## src/rtl/int_to_fp_if.sv

```systemverilog
// int_to_fp_if: operand and result channels of the integer-to-bfloat16 converter.
//
// Handshake semantics (both channels): a transfer happens on a rising clk
// edge where the producer's valid and the consumer's ready are both high.
// The consumer side of the operand channel is the converter (ready_o), and
// the consumer side of the result channel is the FPU writeback (result_ready_i).
// While valid is high and ready is low, the producer holds the payload stable.
//
// Signals:
//   valid_i         operand valid (issue -> converter)
//   ready_o         converter can accept an operand (IDLE only)
//   int_i[31:0]     integer operand
//   mode_i          1 = unsigned (WU), 0 = signed (W)
//   result_valid_o  fp_o/flag_o valid (converter -> writeback)
//   result_ready_i  writeback accepts the result
//   fp_o[15:0]      bfloat16 result
//   flag_o[2:0]     {inexact, underflow(0), overflow(0)}
interface int_to_fp_if;
  logic        valid_i;
  logic        ready_o;
  logic [31:0] int_i;
  logic        mode_i;
  logic        result_valid_o;
  logic        result_ready_i;
  logic [15:0] fp_o;
  logic [2:0]  flag_o;

  // master: issue side / writeback side (drives operand, accepts result)
  modport master (
    output valid_i, int_i, mode_i, result_ready_i,
    input  ready_o, result_valid_o, fp_o, flag_o
  );

  // slave: the converter itself
  modport slave (
    input  valid_i, int_i, mode_i, result_ready_i,
    output ready_o, result_valid_o, fp_o, flag_o
  );
endinterface

```

## src/rtl/int_to_fp.sv

```systemverilog
// int_to_fp: multi-cycle 32-bit signed/unsigned integer to bfloat16 converter
// (FCVT.BF16.W / FCVT.BF16.WU). Normalisation shifts the magnitude left by 8
// or by 1 per cycle, then one cycle of round-to-nearest-even.
//
// Ports:
//   clk_i     clock, rising edge
//   rst_i     asynchronous active-high reset
//   flush_i   synchronous abort back to IDLE (priority over all handshakes)
//   bus       int_to_fp_if.slave operand/result channels
//   state_o   current FSM state (0 IDLE, 1 NORM, 2 ROUND, 3 DONE) for debug
module int_to_fp #(
  parameter int BIAS    = 127,
  parameter int EXP_TOP = BIAS + 31
) (
  input  logic              clk_i,
  input  logic              rst_i,
  input  logic              flush_i,
  int_to_fp_if.slave        bus,
  output logic [1:0]        state_o
);

  typedef enum logic [1:0] {
    IDLE  = 2'd0,
    NORM  = 2'd1,
    ROUND = 2'd2,
    DONE  = 2'd3
  } state_t;

  localparam logic [7:0] EXP_TOP_L = EXP_TOP[7:0];

  state_t      state_q, state_d;
  logic [31:0] mag_q;
  logic [4:0]  shcnt_q;
  logic        sign_q;
  logic [15:0] fp_q;
  logic [2:0]  flag_q;

  // Operand capture: magnitude of the operand under the selected signedness.
  // Signed 0x80000000 negates to itself, which is the correct magnitude.
  logic        cap_sign;
  logic [31:0] cap_mag;
  assign cap_sign = ~bus.mode_i & bus.int_i[31];
  assign cap_mag  = cap_sign ? (~bus.int_i + 32'd1) : bus.int_i;

  // Rounding: mag_q[31] is the hidden one once NORM is left.
  logic [6:0] m_trunc;
  logic       guard_bit;
  logic       sticky_bit;
  logic       round_up;
  logic [7:0] m_sum;
  logic [7:0] exp_r;
  assign m_trunc    = mag_q[30:24];
  assign guard_bit  = mag_q[23];
  assign sticky_bit = |mag_q[22:0];
  assign round_up   = guard_bit & (sticky_bit | m_trunc[0]);
  assign m_sum      = {1'b0, m_trunc} + {7'd0, round_up};
  // m_sum[7] is the mantissa carry-out; it bumps the exponent (max 159).
  assign exp_r      = EXP_TOP_L - {3'd0, shcnt_q} + {7'd0, m_sum[7]};

  // State register
  always_ff @(posedge clk_i or posedge rst_i) begin
    if (rst_i) state_q <= IDLE;
    else       state_q <= state_d;
  end

  // Next-state logic
  always_comb begin
    state_d = state_q;
    if (flush_i) begin
      state_d = IDLE;
    end else begin
      case (state_q)
        IDLE:    if (bus.valid_i) state_d = (cap_mag == 32'd0) ? DONE : NORM;
        NORM:    if (mag_q[31]) state_d = ROUND;
        ROUND:   state_d = DONE;
        DONE:    if (bus.result_ready_i) state_d = IDLE;
        default: state_d = IDLE;
      endcase
    end
  end

  // Output logic
  always_comb begin
    bus.ready_o        = (state_q == IDLE);
    bus.result_valid_o = (state_q == DONE);
    state_o            = state_q;
  end

  assign bus.fp_o   = fp_q;
  assign bus.flag_o = flag_q;

  // Datapath: magnitude/shift count during NORM, result registers written
  // only on zero-operand capture and on leaving ROUND.
  always_ff @(posedge clk_i or posedge rst_i) begin
    if (rst_i) begin
      mag_q   <= '0;
      shcnt_q <= '0;
      sign_q  <= 1'b0;
      fp_q    <= '0;
      flag_q  <= '0;
    end else if (!flush_i) begin
      case (state_q)
        IDLE: begin
          if (bus.valid_i) begin
            sign_q  <= cap_sign;
            mag_q   <= cap_mag;
            shcnt_q <= '0;
            if (cap_mag == 32'd0) begin
              fp_q   <= 16'h0000;
              flag_q <= 3'b000;
            end
          end
        end
        NORM: begin
          if (!mag_q[31]) begin
            if (mag_q[31:24] == 8'd0) begin
              mag_q   <= {mag_q[23:0], 8'd0};
              shcnt_q <= shcnt_q + 5'd8;
            end else begin
              mag_q   <= {mag_q[30:0], 1'b0};
              shcnt_q <= shcnt_q + 5'd1;
            end
          end
        end
        ROUND: begin
          fp_q   <= {sign_q, exp_r, m_sum[6:0]};
          flag_q <= {guard_bit | sticky_bit, 2'b00};
        end
        default: ;
      endcase
    end
  end

endmodule

```

## src/flat_wrapper.sv

```systemverilog
// flat-port wrapper written by rule: the top's interface ports become plain ports
module int_to_fp_flat 
#(
  parameter int BIAS    = 127,
  parameter int EXP_TOP = BIAS + 31
)
  (clk_i, rst_i, flush_i, state_o, bus_valid_i, bus_int_i, bus_mode_i, bus_result_ready_i, bus_ready_o, bus_result_valid_o, bus_fp_o, bus_flag_o);
  int_to_fp_if bus_i ();
  input  logic clk_i;
  input  logic rst_i;
  input  logic flush_i;
  output logic [1:0] state_o;
  input wire logic [$bits(bus_i.valid_i)-1:0] bus_valid_i;
  input wire logic [$bits(bus_i.int_i)-1:0] bus_int_i;
  input wire logic [$bits(bus_i.mode_i)-1:0] bus_mode_i;
  input wire logic [$bits(bus_i.result_ready_i)-1:0] bus_result_ready_i;
  output wire logic [$bits(bus_i.ready_o)-1:0] bus_ready_o;
  output wire logic [$bits(bus_i.result_valid_o)-1:0] bus_result_valid_o;
  output wire logic [$bits(bus_i.fp_o)-1:0] bus_fp_o;
  output wire logic [$bits(bus_i.flag_o)-1:0] bus_flag_o;
  assign bus_i.valid_i = bus_valid_i;
  assign bus_i.int_i = bus_int_i;
  assign bus_i.mode_i = bus_mode_i;
  assign bus_i.result_ready_i = bus_result_ready_i;
  assign bus_ready_o = bus_i.ready_o;
  assign bus_result_valid_o = bus_i.result_valid_o;
  assign bus_fp_o = bus_i.fp_o;
  assign bus_flag_o = bus_i.flag_o;
  int_to_fp #(.BIAS(BIAS), .EXP_TOP(EXP_TOP)) u_core (.clk_i(clk_i), .rst_i(rst_i), .flush_i(flush_i), .bus(bus_i), .state_o(state_o));
endmodule
```

## config.mk

```make
export PLATFORM = sky130hd
export DESIGN_NAME = int_to_fp_flat
export DESIGN_NICKNAME = d
export VERILOG_FILES = /design/src/rtl/int_to_fp_if.sv /design/src/rtl/int_to_fp.sv /design/src/flat_wrapper.sv
export SDC_FILE = /design/constraint.sdc
export NUM_CORES = 1
export LEC_CHECK = 0
export CORE_MARGIN = 2
export CORE_UTILIZATION = 37
export DETAILED_ROUTE_END_ITERATION = 8
export DONT_BUFFER_PORTS = 1
export PLACE_DENSITY_LB_ADDON = 0.05
export REMOVE_ABC_BUFFERS = 1
export SYNTH_ARGS = -nofsm -noshare
export SYNTH_HDL_FRONTEND = slang
export SYNTH_SLANG_ARGS = --single-unit
export TNS_END_PERCENT = 5
```

## constraint.sdc

```tcl
create_clock -name clk_i -period 5.4 [get_ports clk_i]
set_input_delay 0.54 -clock clk_i [delete_from_list [all_inputs] [get_ports clk_i]]
set_output_delay 0.54 -clock clk_i [all_outputs]
set_load 0.02 [all_outputs]
```

==> results.md <==
Status:
- The run finished, with violations left.
- The final reports fail on design-rule violations.

Timing:
- Setup violations remaining at the end of the flow were counted as 0.
- For the final database, setup skew stands at 5.07 ps.
- Based on the critical path, the design can be clocked at up to 268 MHz.
- The setup slack after layout is 1670 ps.
- Setup repair after global routing left no endpoint under its margin.
- The accumulated negative setup slack is 0 ps.
- The final hold violation count was 0.
- The count of pins over their slew limit is 0.
- The headroom to the max-slew limit is 35.7%.
- After layout, the minimum clock period comes to 3730 ps.
- The final critical path takes up 69.1% of the cycle.
- The slew at the pin closest to its max-slew limit is 965 ps.

Global routing:
- The total overflow left after global routing is 0.
- The number of global-route vias before repair came to 3646.
- The initial antenna violation count is 0.
- In the global route stage, overall resource usage came out at 20.2%.
- Entering global routing, the biggest net connects 58 pins.
- The first global-routing pass estimated 20200 microns of wire.

Clock tree:
- The later pin in the worst-skew pair is clocked with a latency of 330 ps.
- The TritonCTS clock tree is yes.
- Counting the buffers created by CTS gives 9.
- After clock tree synthesis, the clock-pin slew on the worst setup and hold paths is 50 ps.
- The number of H-tree levels is 3.
- Once the clock tree was built, the setup fixing pass inserted 0 buffers.
- The number of gates resized after CTS is 0.
- Clock tree synthesis found a total of 57 sinks.
- The tree is rooted in a sky130_fd_sc_hd__clkbuf_16.
- The number of hold-repair buffers added at the cts stage is 0.
- The longest clock path from root to sink contains 2 buffers.

Detailed routing:
- For this run, design rule violations remaining after detail routing come to 4.
- The number of vias after detailed routing is 3604.
- The via density per instance is 5.83.
- The initial detailed-routing violation count is 323.
- The number of iterations in the first detailed-routing pass is 6.
- The total wire length after detailed routing is 12400 microns.
- The routed wire length per instance is 20.1 microns.
- In this run the remaining antenna-violating nets after routing total 0.

Critical path:
- The endpoint identified for the worst register-to-register timing path is u_core.shcnt_q[2]$_DFFE_PP0P_.
- The category of the worst setup path launch point is a primary input.
- The critical path data arrival time is 3990 ps.
- The start-to-end type of the worst setup path is in -> reg.
- For flop-to-flop paths, the worst setup slack is 2240 ps.
- In this run the critical register-to-register path is launched from u_core.state_o[1]$_DFFE_PP0P_.
- The number of cells on the worst reg-to-reg path is 8.
- The critical path endpoint category is a register.
- The required time at the endpoint of the critical path is 5660 ps.
- Along the worst path, the maximum fanout reaches 16.

Yosys:
- The main flop type after synthesis is sky130_fd_sc_hd__dfrtp_1.
- The async set-reset flop share out of synthesis is 100%.
- Counting instances in the post-synthesis netlist gives the leading cell types as sky130_fd_sc_hd__dfrtp_1 (57), sky130_fd_sc_hd__nand2_1 (47), sky130_fd_sc_hd__nor2_1 (38).
- The sequential area share after synthesis is 32.4%.
- Sorting the synthesized cells by area gives the leading types as sky130_fd_sc_hd__dfrtp_1 (32%), sky130_fd_sc_hd__xnor2_1 (4.8%), sky130_fd_sc_hd__nand2_1 (4.0%).
- Yosys instantiated no cell more often than sky130_fd_sc_hd__dfrtp_1.
- The largest area contributor in the synthesized netlist is sky130_fd_sc_hd__dfrtp_1.
- After synthesis the netlist holds a flip-flop and latch count of 57.
- Averaged over all synthesized cells, the footprint is 8.91 sq um.
- The share of synthesized area in the top cell type comes to 32.4%.
- The mapped cell area is 4400 sq um.
- Synthesis handed over a netlist of 494 instances.
- Yosys mapped a number of flops with a built-in enable equal to 0.
- For this run, the number of Yosys warnings is 0.
- In this run, distinct cell masters in the synthesized netlist total 74.

Placed design:
- The worst slack after detailed placement is 1380 ps.
- Including well taps, the total number of placed cells is 602.
- The placed instances occupy a cell area of 4350 sq um.
- The detailed placement HPWL is 9230 microns.
- The final weighted congestion in routability-driven placement is 0.801.
- The number of buffers inserted by port buffering is 0.

Die:
- The row count is 39.
- The total I/O pin count is 61.
- The die width is 113 microns.
- The initial standard-cell utilization of the core is 38.2%.
- The core outline area is 11500 sq um.
- The die footprint is 12800 sq um.
- The vertical extent of the die is 113 microns.

Layout:
- The cell area after layout is 4650 sq um.
- The number of inserted diodes is 0.
- For this run, the post-layout net count is 519.
- The share of post-route cells with drive strength above 1 is 9.89%.
- The area growth from synthesis to layout is 5.57%.
- Once layout is complete, the cells apart from fillers number 618.

Hold path:
- The path with the worst hold slack has its endpoint at u_core.state_o[0]$_DFFE_PP0P_.
- Counting instances, the worst hold path has a depth of 1.
- The source of the worst hold timing path is flush_i.
- The type of the worst min-delay path is in -> reg.

Power:
- Total power for the finished layout comes to 2.08 mW.
- The worst supply voltage drop on vdd is 0.151 mV.
- Power spread over the standard cell area amounts to 447 nW/um^2.
- Summed over all cells, the static leakage comes to 1.86 nW.

Run:
- The number of violations of the max-capacitance limit is 0.
-- cell type report --
cell class              instances  area [sq um]
flip-flops and latches         57          1430
well taps                     143           179
fillers                      1192          6870
multi-input cells             387          2680
inverters                      13          48.8
clock inverters                 2          10.0
clock buffers                  14           284
repair buffers                  2          15.0
-- critical path: stages --
cell                      delay [ps]
sky130_fd_sc_hd__inv_1            70
sky130_fd_sc_hd__ha_1            220
sky130_fd_sc_hd__nor3b_2         480
sky130_fd_sc_hd__nand3_1         290
sky130_fd_sc_hd__o41ai_2         430
sky130_fd_sc_hd__xor2_1          270
sky130_fd_sc_hd__nand3_2         100
sky130_fd_sc_hd__nor4_2          430
sky130_fd_sc_hd__a41o_2          310
sky130_fd_sc_hd__and3b_1         580
sky130_fd_sc_hd__a32o_1          260
-- cell families after synthesis --
kind of cell | count (synthesis) | synth area share (%)
other cells | 1 | 0.0852
flops | 57 | 32.4
fa+ha+maj | 11 | 3.13
buf+inv | 51 | 6.79
xor+xnor | 39 | 7.76
compound gates | 141 | 22.8
simple gates | 176 | 22.9
mux | 18 | 4.21
-- registers in the layout (all words and copies together), names as in the netlist --
register and flops:
u_core.shcnt_q 5, u_core.mag_q 32, u_core.state_o 2, u_core.bus.fp_o 16
u_core.sign_q 1, u_core.bus.flag_o 1
-- metal layers --
layer  vias up  track usage (%)  wire [microns]
met5         -                0               0
met3        15             5.57             698
met4         0             7.07             206
li1       1786                -               -
met1      1715             26.5            5650
met2        88             32.0            5840
-- layout by cell type (no fill, tap or decap), types with 3 or more instances in the layout --
master,instances
sky130_fd_sc_hd__and4_1,4
sky130_fd_sc_hd__a21oi_1,34
sky130_fd_sc_hd__nor2_1,38
sky130_fd_sc_hd__nor3_1,16
sky130_fd_sc_hd__o31ai_1,6
sky130_fd_sc_hd__or4_1,7
sky130_fd_sc_hd__dfrtp_1,57
sky130_fd_sc_hd__nor4_2,4
sky130_fd_sc_hd__a221o_1,3
sky130_fd_sc_hd__or3_1,5
sky130_fd_sc_hd__xor2_1,15
sky130_fd_sc_hd__nor4_1,11
sky130_fd_sc_hd__nand2b_1,3
sky130_fd_sc_hd__clkbuf_16,9
sky130_fd_sc_hd__a22oi_1,6
sky130_fd_sc_hd__a22o_1,16
sky130_fd_sc_hd__a31oi_1,4
sky130_fd_sc_hd__nand2_1,47
sky130_fd_sc_hd__a211oi_1,5
sky130_fd_sc_hd__xnor2_1,24
sky130_fd_sc_hd__mux2_2,3
sky130_fd_sc_hd__o221ai_1,10
sky130_fd_sc_hd__ha_1,11
sky130_fd_sc_hd__inv_1,11
sky130_fd_sc_hd__nand3_2,3
sky130_fd_sc_hd__nand3_1,10
sky130_fd_sc_hd__clkbuf_8,4
sky130_fd_sc_hd__o22a_1,6
sky130_fd_sc_hd__and2_1,4
sky130_fd_sc_hd__o21ai_0,28
sky130_fd_sc_hd__mux2i_1,14
-- worst max-delay path by stage --
stage | startpoint | endpoint | slack [ps]
5_1_grt | bus_int_i[0] | u_core.bus.fp_o[12]$_DFFE_PP0P_ | 1320
3_3_place_gp | bus_int_i[0] | u_core.bus.fp_o[12]$_DFFE_PP0P_ | 1490
3_5_place_dp | bus_int_i[0] | u_core.bus.fp_o[12]$_DFFE_PP0P_ | 1380
4_1_cts | bus_int_i[0] | u_core.bus.fp_o[12]$_DFFE_PP0P_ | 1690
2_1_floorplan | u_core.state_o[1]$_DFFE_PP0P_ | u_core.shcnt_q[2]$_DFFE_PP0P_ | 1300
6_report | bus_int_i[0] | u_core.bus.fp_o[12]$_DFFE_PP0P_ | 1670
-- metrics by stage --
stage / hold WS, ps / util [%]
after floorplan: 460 / -
after global placement: 486 / 37.8
after detailed placement: 493 / 37.8
after CTS: 266 / 40.4
after global routing: 263 / 40.4
final: 273 / 40.4
-- report_power, final --
part | switching, mW | internal [mW] | leakage, nW
clock | 0.190 | 0.358 | 0.149
sequential | 0.260 | 0.594 | 0.743
combinational | 0.389 | 0.285 | 0.972
Note: power is estimated with default switching activity, not from simulation.
